[src/rtl/gfx_line_setup.sv]
// gfx_line_setup: setup stage in front of the Bresenham line stepper.
// It takes one line command (two endpoints) over a valid/ready handshake.
// It registers the ordered endpoints, the absolute deltas, the major-axis
// select and the slope direction. It then raises draw_line_o and holds it
// while the stepper reports busy.
// Optional feature: define GFX_LINE_SETUP_PREFETCH_EN to add a one-entry
// command buffer. The buffer accepts the next command while a line is in
// flight.
module gfx_line_setup #(
  parameter int POINT_W = 16
) (
  input  logic               clk_i,
  input  logic               rst_i,
  input  logic               req_valid_i,
  output logic               req_ready_o,
  input  logic [POINT_W-1:0] x0_i,
  input  logic [POINT_W-1:0] y0_i,
  input  logic [POINT_W-1:0] x1_i,
  input  logic [POINT_W-1:0] y1_i,
  output logic [POINT_W-1:0] pixel0_x_o,
  output logic [POINT_W-1:0] pixel0_y_o,
  output logic [POINT_W-1:0] pixel1_x_o,
  output logic [POINT_W-1:0] pixel1_y_o,
  output logic [POINT_W-1:0] delta_major_o,
  output logic [POINT_W-1:0] delta_minor_o,
  output logic               x_major_o,
  output logic               minor_slope_positive_o,
  output logic               draw_line_o,
  input  logic               line_busy_i,
  output logic               busy_o,
  output logic               done_o
);

  typedef enum logic [1:0] {
    ST_IDLE,
    ST_CALC,
    ST_START,
    ST_RUN
  } state_e;

  typedef struct packed {
    logic [POINT_W-1:0] x0;
    logic [POINT_W-1:0] y0;
    logic [POINT_W-1:0] x1;
    logic [POINT_W-1:0] y1;
  } cmd_t;

  state_e state_q, state_d;
  cmd_t   cmd_q, cmd_d;
  cmd_t   req_cmd;
  logic   accept;
  logic   calc_en;

`ifdef GFX_LINE_SETUP_PREFETCH_EN
  cmd_t   buf_q, buf_d;
  logic   buf_valid_q, buf_valid_d;
`endif

  // Setup arithmetic (combinational, evaluated from the latched command)
  logic [POINT_W:0]   dx_s, dy_s;
  logic [POINT_W-1:0] abs_dx, abs_dy;
  logic [POINT_W-1:0] maj0, maj1, min0, min1;
  logic [POINT_W-1:0] maj0_ord, maj1_ord;
  logic               x_major, swap, slope_pos;

  // Registered setup outputs
  logic [POINT_W-1:0] pixel0_x_q, pixel0_x_d;
  logic [POINT_W-1:0] pixel0_y_q, pixel0_y_d;
  logic [POINT_W-1:0] pixel1_x_q, pixel1_x_d;
  logic [POINT_W-1:0] pixel1_y_q, pixel1_y_d;
  logic [POINT_W-1:0] delta_major_q, delta_major_d;
  logic [POINT_W-1:0] delta_minor_q, delta_minor_d;
  logic               x_major_q, x_major_d;
  logic               slope_pos_q, slope_pos_d;

  assign req_cmd = '{x0: x0_i, y0: y0_i, x1: x1_i, y1: y1_i};

`ifdef GFX_LINE_SETUP_PREFETCH_EN
  assign req_ready_o = !buf_valid_q;
`else
  assign req_ready_o = (state_q == ST_IDLE);
`endif

  assign accept = req_valid_i && req_ready_o;
  assign busy_o = (state_q != ST_IDLE);

  // State register and buffer-valid flag
  // NOTE: sequential state uses non-blocking (<=) so that all flops update together at the edge.
  always_ff @(posedge clk_i or posedge rst_i) begin
    if (rst_i) begin
      state_q     <= ST_IDLE;
`ifdef GFX_LINE_SETUP_PREFETCH_EN
      buf_valid_q <= 1'b0;
`endif
    end else begin
      state_q     <= state_d;
`ifdef GFX_LINE_SETUP_PREFETCH_EN
      buf_valid_q <= buf_valid_d;
`endif
    end
  end

  // Command payload registers
  // NOTE: payload registers have no reset; the FSM state and buf_valid_q qualify them.
  always_ff @(posedge clk_i) begin
    cmd_q <= cmd_d;
`ifdef GFX_LINE_SETUP_PREFETCH_EN
    buf_q <= buf_d;
`endif
  end

  // Next-state logic, stepper handshake and command capture
  always_comb begin
    // NOTE: every output of this block gets a default first, so no latch is inferred.
    state_d     = state_q;
    cmd_d       = cmd_q;
    calc_en     = 1'b0;
    draw_line_o = 1'b0;
    done_o      = 1'b0;
`ifdef GFX_LINE_SETUP_PREFETCH_EN
    buf_d       = buf_q;
    buf_valid_d = buf_valid_q;
    // Any command accepted while a line is in flight goes to the buffer.
    if (accept && (state_q != ST_IDLE)) begin
      buf_d       = req_cmd;
      buf_valid_d = 1'b1;
    end
`endif
    case (state_q)
      ST_IDLE: begin
        if (accept) begin
          cmd_d   = req_cmd;
          state_d = ST_CALC;
        end
      end
      ST_CALC: begin
        calc_en = 1'b1;
        state_d = ST_START;
      end
      ST_START: begin
        draw_line_o = 1'b1;
        if (line_busy_i) begin
          state_d = ST_RUN;
        end
      end
      ST_RUN: begin
        // Drop draw_line in the same cycle busy drops so the stepper cannot reload.
        draw_line_o = line_busy_i;
        if (!line_busy_i) begin
          done_o  = 1'b1;
          state_d = ST_IDLE;
`ifdef GFX_LINE_SETUP_PREFETCH_EN
          if (buf_valid_q) begin
            cmd_d       = buf_q;
            buf_valid_d = 1'b0;
            state_d     = ST_CALC;
          end else if (accept) begin
            // The buffer is empty and a command arrives on the done cycle: use it directly.
            cmd_d       = req_cmd;
            buf_valid_d = 1'b0;
            state_d     = ST_CALC;
          end
`endif
        end
      end
      default: begin
        state_d = ST_IDLE;
      end
    endcase
  end

  // Line setup math: major axis, endpoint ordering, slope and deltas
  always_comb begin
    dx_s   = {1'b0, cmd_q.x1} - {1'b0, cmd_q.x0};
    dy_s   = {1'b0, cmd_q.y1} - {1'b0, cmd_q.y0};
    abs_dx = dx_s[POINT_W] ? POINT_W'(-dx_s) : dx_s[POINT_W-1:0];
    abs_dy = dy_s[POINT_W] ? POINT_W'(-dy_s) : dy_s[POINT_W-1:0];

    // Ties select x as the major axis.
    x_major = (abs_dx >= abs_dy);

    if (x_major) begin
      maj0 = cmd_q.x0;
      maj1 = cmd_q.x1;
      min0 = cmd_q.y0;
      min1 = cmd_q.y1;
    end else begin
      maj0 = cmd_q.y0;
      maj1 = cmd_q.y1;
      min0 = cmd_q.x0;
      min1 = cmd_q.x1;
    end

    // Swap so that the minor coordinate never decreases. Equal minors keep the order.
    swap = (min1 < min0);

    if (swap) begin
      pixel0_x_d = cmd_q.x1;
      pixel0_y_d = cmd_q.y1;
      pixel1_x_d = cmd_q.x0;
      pixel1_y_d = cmd_q.y0;
      maj0_ord   = maj1;
      maj1_ord   = maj0;
    end else begin
      pixel0_x_d = cmd_q.x0;
      pixel0_y_d = cmd_q.y0;
      pixel1_x_d = cmd_q.x1;
      pixel1_y_d = cmd_q.y1;
      maj0_ord   = maj0;
      maj1_ord   = maj1;
    end

    slope_pos     = (maj1_ord >= maj0_ord);
    delta_major_d = x_major ? abs_dx : abs_dy;
    delta_minor_d = x_major ? abs_dy : abs_dx;
    x_major_d     = x_major;
    slope_pos_d   = slope_pos;
  end

  // Setup output registers: load in CALC, then hold until the next CALC
  always_ff @(posedge clk_i or posedge rst_i) begin
    if (rst_i) begin
      pixel0_x_q    <= '0;
      pixel0_y_q    <= '0;
      pixel1_x_q    <= '0;
      pixel1_y_q    <= '0;
      delta_major_q <= '0;
      delta_minor_q <= '0;
      x_major_q     <= 1'b0;
      slope_pos_q   <= 1'b0;
    end else if (calc_en) begin
      pixel0_x_q    <= pixel0_x_d;
      pixel0_y_q    <= pixel0_y_d;
      pixel1_x_q    <= pixel1_x_d;
      pixel1_y_q    <= pixel1_y_d;
      delta_major_q <= delta_major_d;
      delta_minor_q <= delta_minor_d;
      x_major_q     <= x_major_d;
      slope_pos_q   <= slope_pos_d;
    end
  end

  assign pixel0_x_o             = pixel0_x_q;
  assign pixel0_y_o             = pixel0_y_q;
  assign pixel1_x_o             = pixel1_x_q;
  assign pixel1_y_o             = pixel1_y_q;
  assign delta_major_o          = delta_major_q;
  assign delta_minor_o          = delta_minor_q;
  assign x_major_o              = x_major_q;
  assign minor_slope_positive_o = slope_pos_q;

endmodule

[config.mk]
export PLATFORM = sky130hd
export DESIGN_NAME = gfx_line_setup
export DESIGN_NICKNAME = d
export VERILOG_FILES = /design/src/rtl/gfx_line_setup.sv
export SDC_FILE = /design/constraint.sdc
export NUM_CORES = 1
export LEC_CHECK = 0
export ABC_CLOCK_PERIOD_IN_PS = 11100
export CAP_MARGIN = 20
export CORE_MARGIN = 2
export CORE_UTILIZATION = 30
export CTS_BUF_LIST = sky130_fd_sc_hd__clkbuf_8
export CTS_CLUSTER_SIZE = 8
export DETAILED_ROUTE_END_ITERATION = 7
export PLACE_DENSITY = 0.59
export SLEW_MARGIN = 40
export SYNTH_ARGS = -nofsm -noshare
export SYNTH_HDL_FRONTEND = slang
export SYNTH_SLANG_ARGS = --single-unit
export TNS_END_PERCENT = 5
[constraint.sdc]
create_clock -name clk_i -period 11.1 [get_ports clk_i]
set_clock_uncertainty 0.2 [all_clocks]
set_input_delay 2.775 -clock clk_i [delete_from_list [all_inputs] [get_ports clk_i]]
set_output_delay 2.775 -clock clk_i [all_outputs]
set_load 0.02 [all_outputs]
==> results.rst, run 1 <==
.. list-table::
   :header-rows: 1

   * - Metric
     - Value
   * - Crit path arrival time
     - 10.16 ns
   * - # resized after CTS
     - 0
   * - Via density per instance
     - approximately 4.9
   * - Post-synthesis to final-layout area growth
     - 23.87%
   * - Worst-path fanout max
     - 26
   * - Aggregate global-route resource usage
     - between 10% and 20%
   * - Deepest clock path buffer count
     - 2
   * - Actual slew at the worst max-slew pin
     - just over 0.7 ns
   * - # port buffers
     - 169
   * - Total setup violations reported at the end of the flow
     - 0
   * - Share of flip-flops with an asynchronous set or reset after synthesis
     - 60.98%
   * - Unrepaired setup endpoints after global routing
     - no
   * - Top Family by Delay on Critical Path
     - compound AO/OA/AOI/OAI gates
   * - Violated checks
     - DRC
   * - WL/cell
     - 17.08 um
   * - Endpoint of the lowest-slack register-to-register path
     - minor_slope_positive_o
   * - Number of nets with antenna violations after routing
     - 0
   * - Post-Syn Area per Cell
     - 10.02 sq um
   * - I/O pin count
     - 170
   * - Flop-to-flop setup slack
     - approximately 1.1 ns
   * - Worst relative slew slack
     - 51.94%
   * - Syn. warnings
     - 0
   * - Setup_tns
     - 0 ns
   * - Clock network latency to the later pin of the worst-skew pair
     - 0.48 ns
   * - Detailed-router iteration count before antenna repair
     - 7
   * - DR DRC count
     - 7
   * - Dominant register cell in the synthesized netlist
     - sky130_fd_sc_hd__dfrtp_1
   * - Worst Path Buf+Inv
     - 5
   * - Post-Syn Nets
     - 1240
   * - Fin crit period
     - 10.02 ns
   * - Max Slew Vio Count
     - 0
   * - Number of maximum-capacitance constraint violations
     - 0
   * - Total overflow reported by the global router
     - 0
   * - Number of enable flip-flop cells after synthesis
     - 64
   * - Initial core utilization
     - between 30% and 40%
   * - Diode insertion count for antenna repair
     - 0
   * - TritonCTS clock tree
     - yes
   * - Number of global-route vias before repair
     - 8381
   * - Critical path's largest stage delay
     - between 0.5 and 0.6 ns
   * - HP Start
     - x_major_o
   * - Dominant cells by area after synthesis
     - sky130_fd_sc_hd__dfrtp_1, sky130_fd_sc_hd__edfxtp_1, sky130_fd_sc_hd__ha_1, sky130_fd_sc_hd__a21oi_1, sky130_fd_sc_hd__mux2i_1
   * - Run status
     - complete, but fails checks
   * - Startpoint type of the worst setup path
     - flop
   * - Die span in x
     - 194.4 um
   * - Post-CTS Hold Buffers
     - 0
   * - Detailed Route WL
     - around 30000 um
   * - Core Region
     - roughly 0.036 sq mm
   * - Final estimated routing congestion in global placement
     - between 0.8 and 0.9
   * - Placement row count
     - 69
   * - Wire length of the first global-routing pass
     - around 46000 um
   * - Final hold violations
     - 0
   * - Register bit total from synthesis
     - around 160
   * - H-Tree Depth
     - 4
   * - Final HPWL from detailed placement
     - 22630 um
   * - Combined area of all synthesized cells
     - 0.01088 sq mm
   * - Startpoint of the worst-slack reg-to-reg timing path
     - cmd_q[16]
   * - Register-to-Register Path Depth
     - between 40 and 50
   * - Net count, final
     - 1388
   * - CTS Sinks
     - 164
   * - Clk slew on worst S/H paths
     - 0.10 ns
   * - Class of the most critical hold timing path
     - flop to flop
   * - Number of antenna violations at the first check in global routing
     - 0
   * - Fin area
     - 0.01347 sq mm
   * - Distinct cells, synth
     - 82
   * - Endpoint of the worst hold path
     - x_major_o
   * - Crit. path cell count
     - between 40 and 50
   * - Total number of vias
     - between 8000 and 9000
   * - Sequential area share after synthesis
     - 40.68%
   * - Crit. Startpoint
     - cmd_q[16]
   * - DIE HEIGHT
     - 194.4 um
   * - Synth Instances
     - 1085
   * - Cell area after placement
     - 0.01305 sq mm
   * - Endpoint type of the worst setup path
     - flop
   * - Total CTS buffers
     - 17
   * - Fraction of layout cells with a size suffix above 1
     - 10.59%
   * - DIE AREA
     - 0.03779 sq mm
   * - Initial DRC count
     - 638
   * - Critical Setup Path Class
     - flop to flop
   * - Data required time at the worst endpoint
     - 11.24 ns
   * - Number of buffers added for setup after CTS
     - 0
   * - Area share of the largest cell type after synthesis
     - 23.01%
   * - Pin count of the biggest net entering global routing
     - 101
   * - Master cell of the clock root buffer
     - sky130_fd_sc_hd__clkbuf_8
   * - Crit-path most repeated cell
     - sky130_fd_sc_hd__a21o_1
   * - Max stage delay cell, worst path
     - sky130_fd_sc_hd__a21oi_4
   * - Cell taking the most area after synthesis
     - sky130_fd_sc_hd__dfrtp_1
   * - Cell depth of the worst min-delay path
     - 1
   * - Fill cell total of the finished layout
     - 3539
   * - Upper clock frequency limit
     - approximately 100 MHz
   * - Ratio of final minimum period to clock period
     - 90.27%
area by class of cell:
| class | instances | area [sq um] | share of cell area (%) |
|---|---|---|---|
| Clock inverter | 15 | 172.7 | 1.282 |
| Sequential cell | 164 | 4424 | 32.84 |
| Tap cell | 461 | 576.8 | 4.282 |
| Multi-Input combinational cell | 804 | 6015 | 44.65 |
| Clock buffer | 17 | 234.0 | 1.737 |
| Timing Repair Buffer | 178 | 1792 | 13.30 |
| Inverter | 68 | 257.7 | 1.913 |
worst max-delay path by stage:
stage	endpoint	slack, ns
4_1_cts	minor_slope_positive_o	1.02
3_3_place_gp	minor_slope_positive_o	1.19
2_1_floorplan	minor_slope_positive_o	1.96
3_5_place_dp	minor_slope_positive_o	1.06
6_report	minor_slope_positive_o	1.08
5_1_grt	minor_slope_positive_o	0.15
sequential cells by signal, indices dropped and copies added, names as in the netlist:
name                    cells
pixel0_x_o                 16
delta_major_o              16
pixel0_y_o                 16
pixel1_x_o                 16
delta_minor_o              16
minor_slope_positive_o      1
cmd_q                      64
x_major_o                   1
pixel1_y_o                 16
state_q                     2
stage by stage:
stage               cells  util [%]  setup slack [ns]  hold slack (ns)
detailed placement   1674     36.59             1.065           0.2861
global placement     1674     36.57             1.186           0.2692
global route         1707     37.78            0.1492           0.3314
floorplan            1085         -             1.962           0.3374
finish               1707     37.78             1.080           0.2940
CTS                  1706     37.73             1.024           0.3077
cell families (layout without fill, tap and decap cells):
logic type                 count (synthesis)  count (layout)  share of synthesized area, %
and+or+nand+nor                          269             269                         12.09
DFF                                      164             164                         40.68
xor gates and xnor gates                  45              45                         3.831
AOI/OAI and AO/OA                        272             272                         16.14
muxes                                    131             131                         12.70
adders and majority gates                 87              87                         10.15
buffers and inverters                    117             278                         4.406
synth_stat cells (7+ instances only):
cell,instances
sky130_fd_sc_hd__o211ai_1,9
sky130_fd_sc_hd__clkbuf_1,32
sky130_fd_sc_hd__dfrtp_1,100
sky130_fd_sc_hd__o21ai_0,17
sky130_fd_sc_hd__ha_1,85
sky130_fd_sc_hd__inv_1,67
sky130_fd_sc_hd__a21o_1,23
sky130_fd_sc_hd__mux2_2,56
sky130_fd_sc_hd__buf_2,8
sky130_fd_sc_hd__a31oi_1,7
sky130_fd_sc_hd__nand3b_1,7
sky130_fd_sc_hd__nand2_1,25
sky130_fd_sc_hd__a211oi_1,7
sky130_fd_sc_hd__nand2b_1,16
sky130_fd_sc_hd__edfxtp_1,64
sky130_fd_sc_hd__mux2i_1,75
sky130_fd_sc_hd__a21oi_1,157
sky130_fd_sc_hd__xnor2_1,30
sky130_fd_sc_hd__nor3_1,7
sky130_fd_sc_hd__nor2_1,151
sky130_fd_sc_hd__nand3_1,12
sky130_fd_sc_hd__nor2b_1,12
sky130_fd_sc_hd__xor2_1,12
metal layers:
layer / track usage, % / vias to the layer above / part of all wire [%]
li1: - / 4190 / -
met3: 2.759 / 17 / 4.1
met5: 0 / - / 0
met1: 22.77 / 4019 / 51
met2: 23.53 / 158 / 43
met4: 3.447 / 0 / 1.1
layout by cell type (no fill, tap or decap), drive strengths merged, types with 6 or more instances in the layout:
| master | n |
|---|---|
| nand2b | 16 |
| clkdlybuf4s50 | 169 |
| nand3b | 7 |
| nand2 | 25 |
| xnor2 | 33 |
| clkbuf | 17 |
| a211oi | 9 |
| or2 | 6 |
| nor2b | 12 |
| buf | 9 |
| ha | 85 |
| xor2 | 12 |
| o211ai | 9 |
| inv | 75 |
| dfrtp | 100 |
| mux2 | 56 |
| a21oi | 157 |
| a31oi | 7 |
| nor3 | 8 |
| mux2i | 75 |
| o21ai | 24 |
| nand3 | 13 |
| nor2 | 153 |
| a21o | 23 |
| edfxtp | 64 |
Power of run 1 is left out: the tool's default activity adds up to more than one toggle a clock period on the data nets, which glitch-free logic cannot reach.
==> run 2, diff against run 1 <==
--- a/config.mk
+++ b/config.mk
@@ -5,6 +5,7 @@
 export SDC_FILE = /design/constraint.sdc
 export NUM_CORES = 1
 export LEC_CHECK = 0
+export ABC_AREA = 1
 export ABC_CLOCK_PERIOD_IN_PS = 11100
 export CAP_MARGIN = 20
 export CORE_MARGIN = 2
@@ -12,7 +13,7 @@
 export CTS_BUF_LIST = sky130_fd_sc_hd__clkbuf_8
 export CTS_CLUSTER_SIZE = 8
 export DETAILED_ROUTE_END_ITERATION = 7
-export PLACE_DENSITY = 0.59
+export PLACE_DENSITY = 0.58
 export SLEW_MARGIN = 40
 export SYNTH_ARGS = -nofsm -noshare
 export SYNTH_HDL_FRONTEND = slang
==> run 2 against run 1 <==
Compared with the run above: the run now ends clean; register-to-register slack better by 1.7 ns; core utilization is 0.50 points lower; design area is 4.2% higher; wire length is 30% higher; area after synthesis is 5.6% higher; flip-flop and latch count stayed put; cell count is 29% higher; worst hold slack worse by 0.0079 ns; critical path depth is 4 lower; via count is 28% higher; count of clock-buffer cells in the layout is 3 higher.
==> results.rst, run 2 <==
.. list-table::
   :header-rows: 1

   * - Metric
     - Value
   * - Upper clock frequency limit
     - 120.7 MHz
   * - Synth Instances
     - 1552
   * - Critical Setup Path Class
     - flop to flop
   * - Deepest clock path buffer count
     - 2
   * - Number of buffers added for setup after CTS
     - 0
   * - Wire length of the first global-routing pass
     - 58170 um
   * - Setup_tns
     - 0 ns
   * - Total overflow reported by the global router
     - 0
   * - Diode insertion count for antenna repair
     - 0
   * - CTS Sinks
     - 164
   * - Master cell of the clock root buffer
     - sky130_fd_sc_hd__clkbuf_8
   * - DIE AREA
     - 0.03986 sq mm
   * - Area taken by flip-flops and latches
     - 0.004424 sq mm
   * - Area occupied by multi-input gates
     - 0.006188 sq mm
   * - Unrepaired setup endpoints after global routing
     - no
   * - Post-placement worst setup slack
     - between 2 and 3 ns
   * - Actual slew at the worst max-slew pin
     - approximately 0.8 ns
   * - Combined area of all synthesized cells
     - ~0.011 sq mm
   * - Fraction of layout cells with a size suffix above 1
     - 5.539%
   * - Sequential area share after synthesis
     - 38.53%
   * - Number of maximum-capacitance constraint violations
     - 0
   * - Final worst hold slack
     - 0.2860 ns
   * - Post-Syn Nets
     - 1707
   * - Initial DRC count
     - 1032
   * - Critical path's largest stage delay
     - 0.55 ns
   * - Max Slew Vio Count
     - 0
   * - Fill cell total of the finished layout
     - 4053
   * - Clock network latency to the later pin of the worst-skew pair
     - approximately 0.51 ns
   * - I/O pin count
     - 170
   * - Die span in x
     - 199.7 um
   * - Share of flip-flops with an asynchronous set or reset after synthesis
     - 60.98%
   * - DR DRC count
     - 0
   * - Cell Count, Final, Fillers Out
     - around 2200
   * - Max reg flops
     - 64
   * - Syn. warnings
     - 0
   * - Net count, final
     - 1839
   * - Number of enable flip-flop cells after synthesis
     - 64
   * - Fin crit period
     - between 8 and 9 ns
   * - Aggregate global-route resource usage
     - 19.38%
   * - Final HPWL from detailed placement
     - 29150 um
   * - Placement row count
     - 71
   * - # resized after CTS
     - 0
   * - Detailed-router iteration count before antenna repair
     - 7
   * - Worst relative slew slack
     - 47.81%
   * - H-Tree Depth
     - 4
   * - Clk slew on worst S/H paths
     - 0.11 ns
   * - Data required time at the worst endpoint
     - around 11 ns
   * - Number of global-route vias before repair
     - 10174
   * - Post-CTS Hold Buffers
     - 0
   * - Distinct cells, synth
     - 47
   * - Cell with the most instances after synthesis
     - sky130_fd_sc_hd__nand2_1
   * - Startpoint type of the worst setup path
     - flop
   * - Worst-path fanout max
     - 110
   * - Via density per instance
     - 4.864
   * - Cell taking the most area after synthesis
     - sky130_fd_sc_hd__dfrtp_1
   * - Endpoint type of the worst setup path
     - flop
   * - Placed instance count
     - ~2200
   * - Reg with most FFs
     - cmd_q
   * - Top cells by count, synth
     - sky130_fd_sc_hd__nand2_1, sky130_fd_sc_hd__nand3_1, sky130_fd_sc_hd__inv_1, sky130_fd_sc_hd__dfrtp_1, sky130_fd_sc_hd__ha_1
   * - Detailed Route WL
     - 37870 um
   * - Class of the most critical hold timing path
     - flop to flop
   * - TritonCTS clock tree
     - yes
   * - # port buffers
     - 169
   * - Crit path arrival time
     - 8.49 ns
   * - WL/cell
     - 17.15 um
   * - Total CTS buffers
     - 17
   * - Post-Syn Area per Cell
     - 7.399 sq um
   * - Area share of the largest cell type after synthesis
     - 21.79%
   * - Run status
     - completed
   * - Number of antenna violations at the first check in global routing
     - 0
   * - Pin count of the biggest net entering global routing
     - approximately 110
   * - Total number of vias
     - 10739
   * - Most common library cell in the layout ignoring fill and taps
     - sky130_fd_sc_hd__nand2_1
   * - Final worst setup slack
     - approximately 2.8 ns
   * - Final hold violations
     - 0
   * - Initial core utilization
     - 30.49%
   * - Dominant register cell in the synthesized netlist
     - sky130_fd_sc_hd__dfrtp_1
   * - Core Region
     - 0.03767 sq mm
   * - Post-synthesis to final-layout area growth
     - 22.29%
   * - Max stage delay cell, worst path
     - sky130_fd_sc_hd__buf_4
   * - Final estimated routing congestion in global placement
     - 0.9027
   * - Commonest cells after routing, fill and taps aside
     - sky130_fd_sc_hd__nand2_1, sky130_fd_sc_hd__nand3_1, sky130_fd_sc_hd__clkdlybuf4s50_1
   * - Total setup violations reported at the end of the flow
     - 0
   * - DIE HEIGHT
     - between 150 and 200 um
   * - Ratio of final minimum period to clock period
     - approximately three quarters
   * - Register bit total from synthesis
     - 164
   * - Dominant cells by area after synthesis
     - sky130_fd_sc_hd__dfrtp_1, sky130_fd_sc_hd__nand2_1, sky130_fd_sc_hd__edfxtp_1, sky130_fd_sc_hd__ha_1, sky130_fd_sc_hd__nand3_1
   * - Number of nets with antenna violations after routing
     - 0
[run 2: cell types whose count changed in the layout (fill, tap and decap cells not counted), moves of 75 or more]
cell	previous run	this run
sky130_fd_sc_hd__nand3_1	12	186
sky130_fd_sc_hd__nand2_1	25	547
sky130_fd_sc_hd__a21oi_1	156	43
sky130_fd_sc_hd__nor2_1	150	58
sky130_fd_sc_hd__inv_1	67	143
sky130_fd_sc_hd__mux2i_1	75	0
[run 2: final cells by class]
| cell class | count | area share (%) |
|---|---|---|
| repair buffers | 179 | 12.70 |
| well taps | 511 | 4.553 |
| inverters | 157 | 4.214 |
| flip-flops and latches | 164 | 31.50 |
| multi-input cells | 1165 | 44.07 |
| clock buffers | 20 | 1.960 |
| clock inverters | 12 | 1.007 |
[run 2: cell families after synthesis]
kind of cell | share of synthesized area, %
AOI/OAI and AO/OA | 10.24
xor gates and xnor gates | 2.887
adders and majority gates | 9.610
buffers and inverters | 7.834
DFF | 38.53
and+or+nand+nor | 30.90
[run 2: metrics by stage]
| stage | instance area [sq um] | utilization (%) |
|---|---|---|
| detailed placement | 13620 | 36.17 |
| floorplan | 11480 | - |
| finish | 14040 | 37.28 |
| CTS | 14040 | 37.27 |
| global placement | 13590 | 36.07 |
| global route | 14040 | 37.28 |
[run 2: critical path: cells and delay by family (launching register included)]
kind	cells	cell delay, ns
AND/OR/NAND/NOR	18	3.02
AO/OA/AOI/OAI	10	1.83
adder cells (fa/ha/maj)	6	1.78
buffers and inverters	5	0.89
flip-flops	1	0.38
[run 2: path summary, 6_finish.rpt]
| kind | from | endpoint | slack (ns) | cells past startpoint |
|---|---|---|---|---|
| max | cmd_q[0] | minor_slope_positive_o | 2.82 | 39 |
| min | x_major_o | x_major_o | 0.29 | 2 |
| max reg2reg | cmd_q[0] | minor_slope_positive_o | 2.82 | 39 |
| min reg2reg | x_major_o | x_major_o | 0.29 | 2 |
| max in group asynchronous | rst_i | pixel1_x_o[1] | 7.00 | 3 |
| min in group asynchronous | rst_i | pixel1_x_o[13] | 2.51 | 2 |
[run 2: metal layers]
layer	part of all wire, %	routed length [um]	GRT usage, %
met1	47	17770	26.92
met5	0	0	0
met2	46	17380	30.79
met3	4.5	1692	2.633
met4	2.7	1028	6.886
Power of run 2 is left out for the same reason.
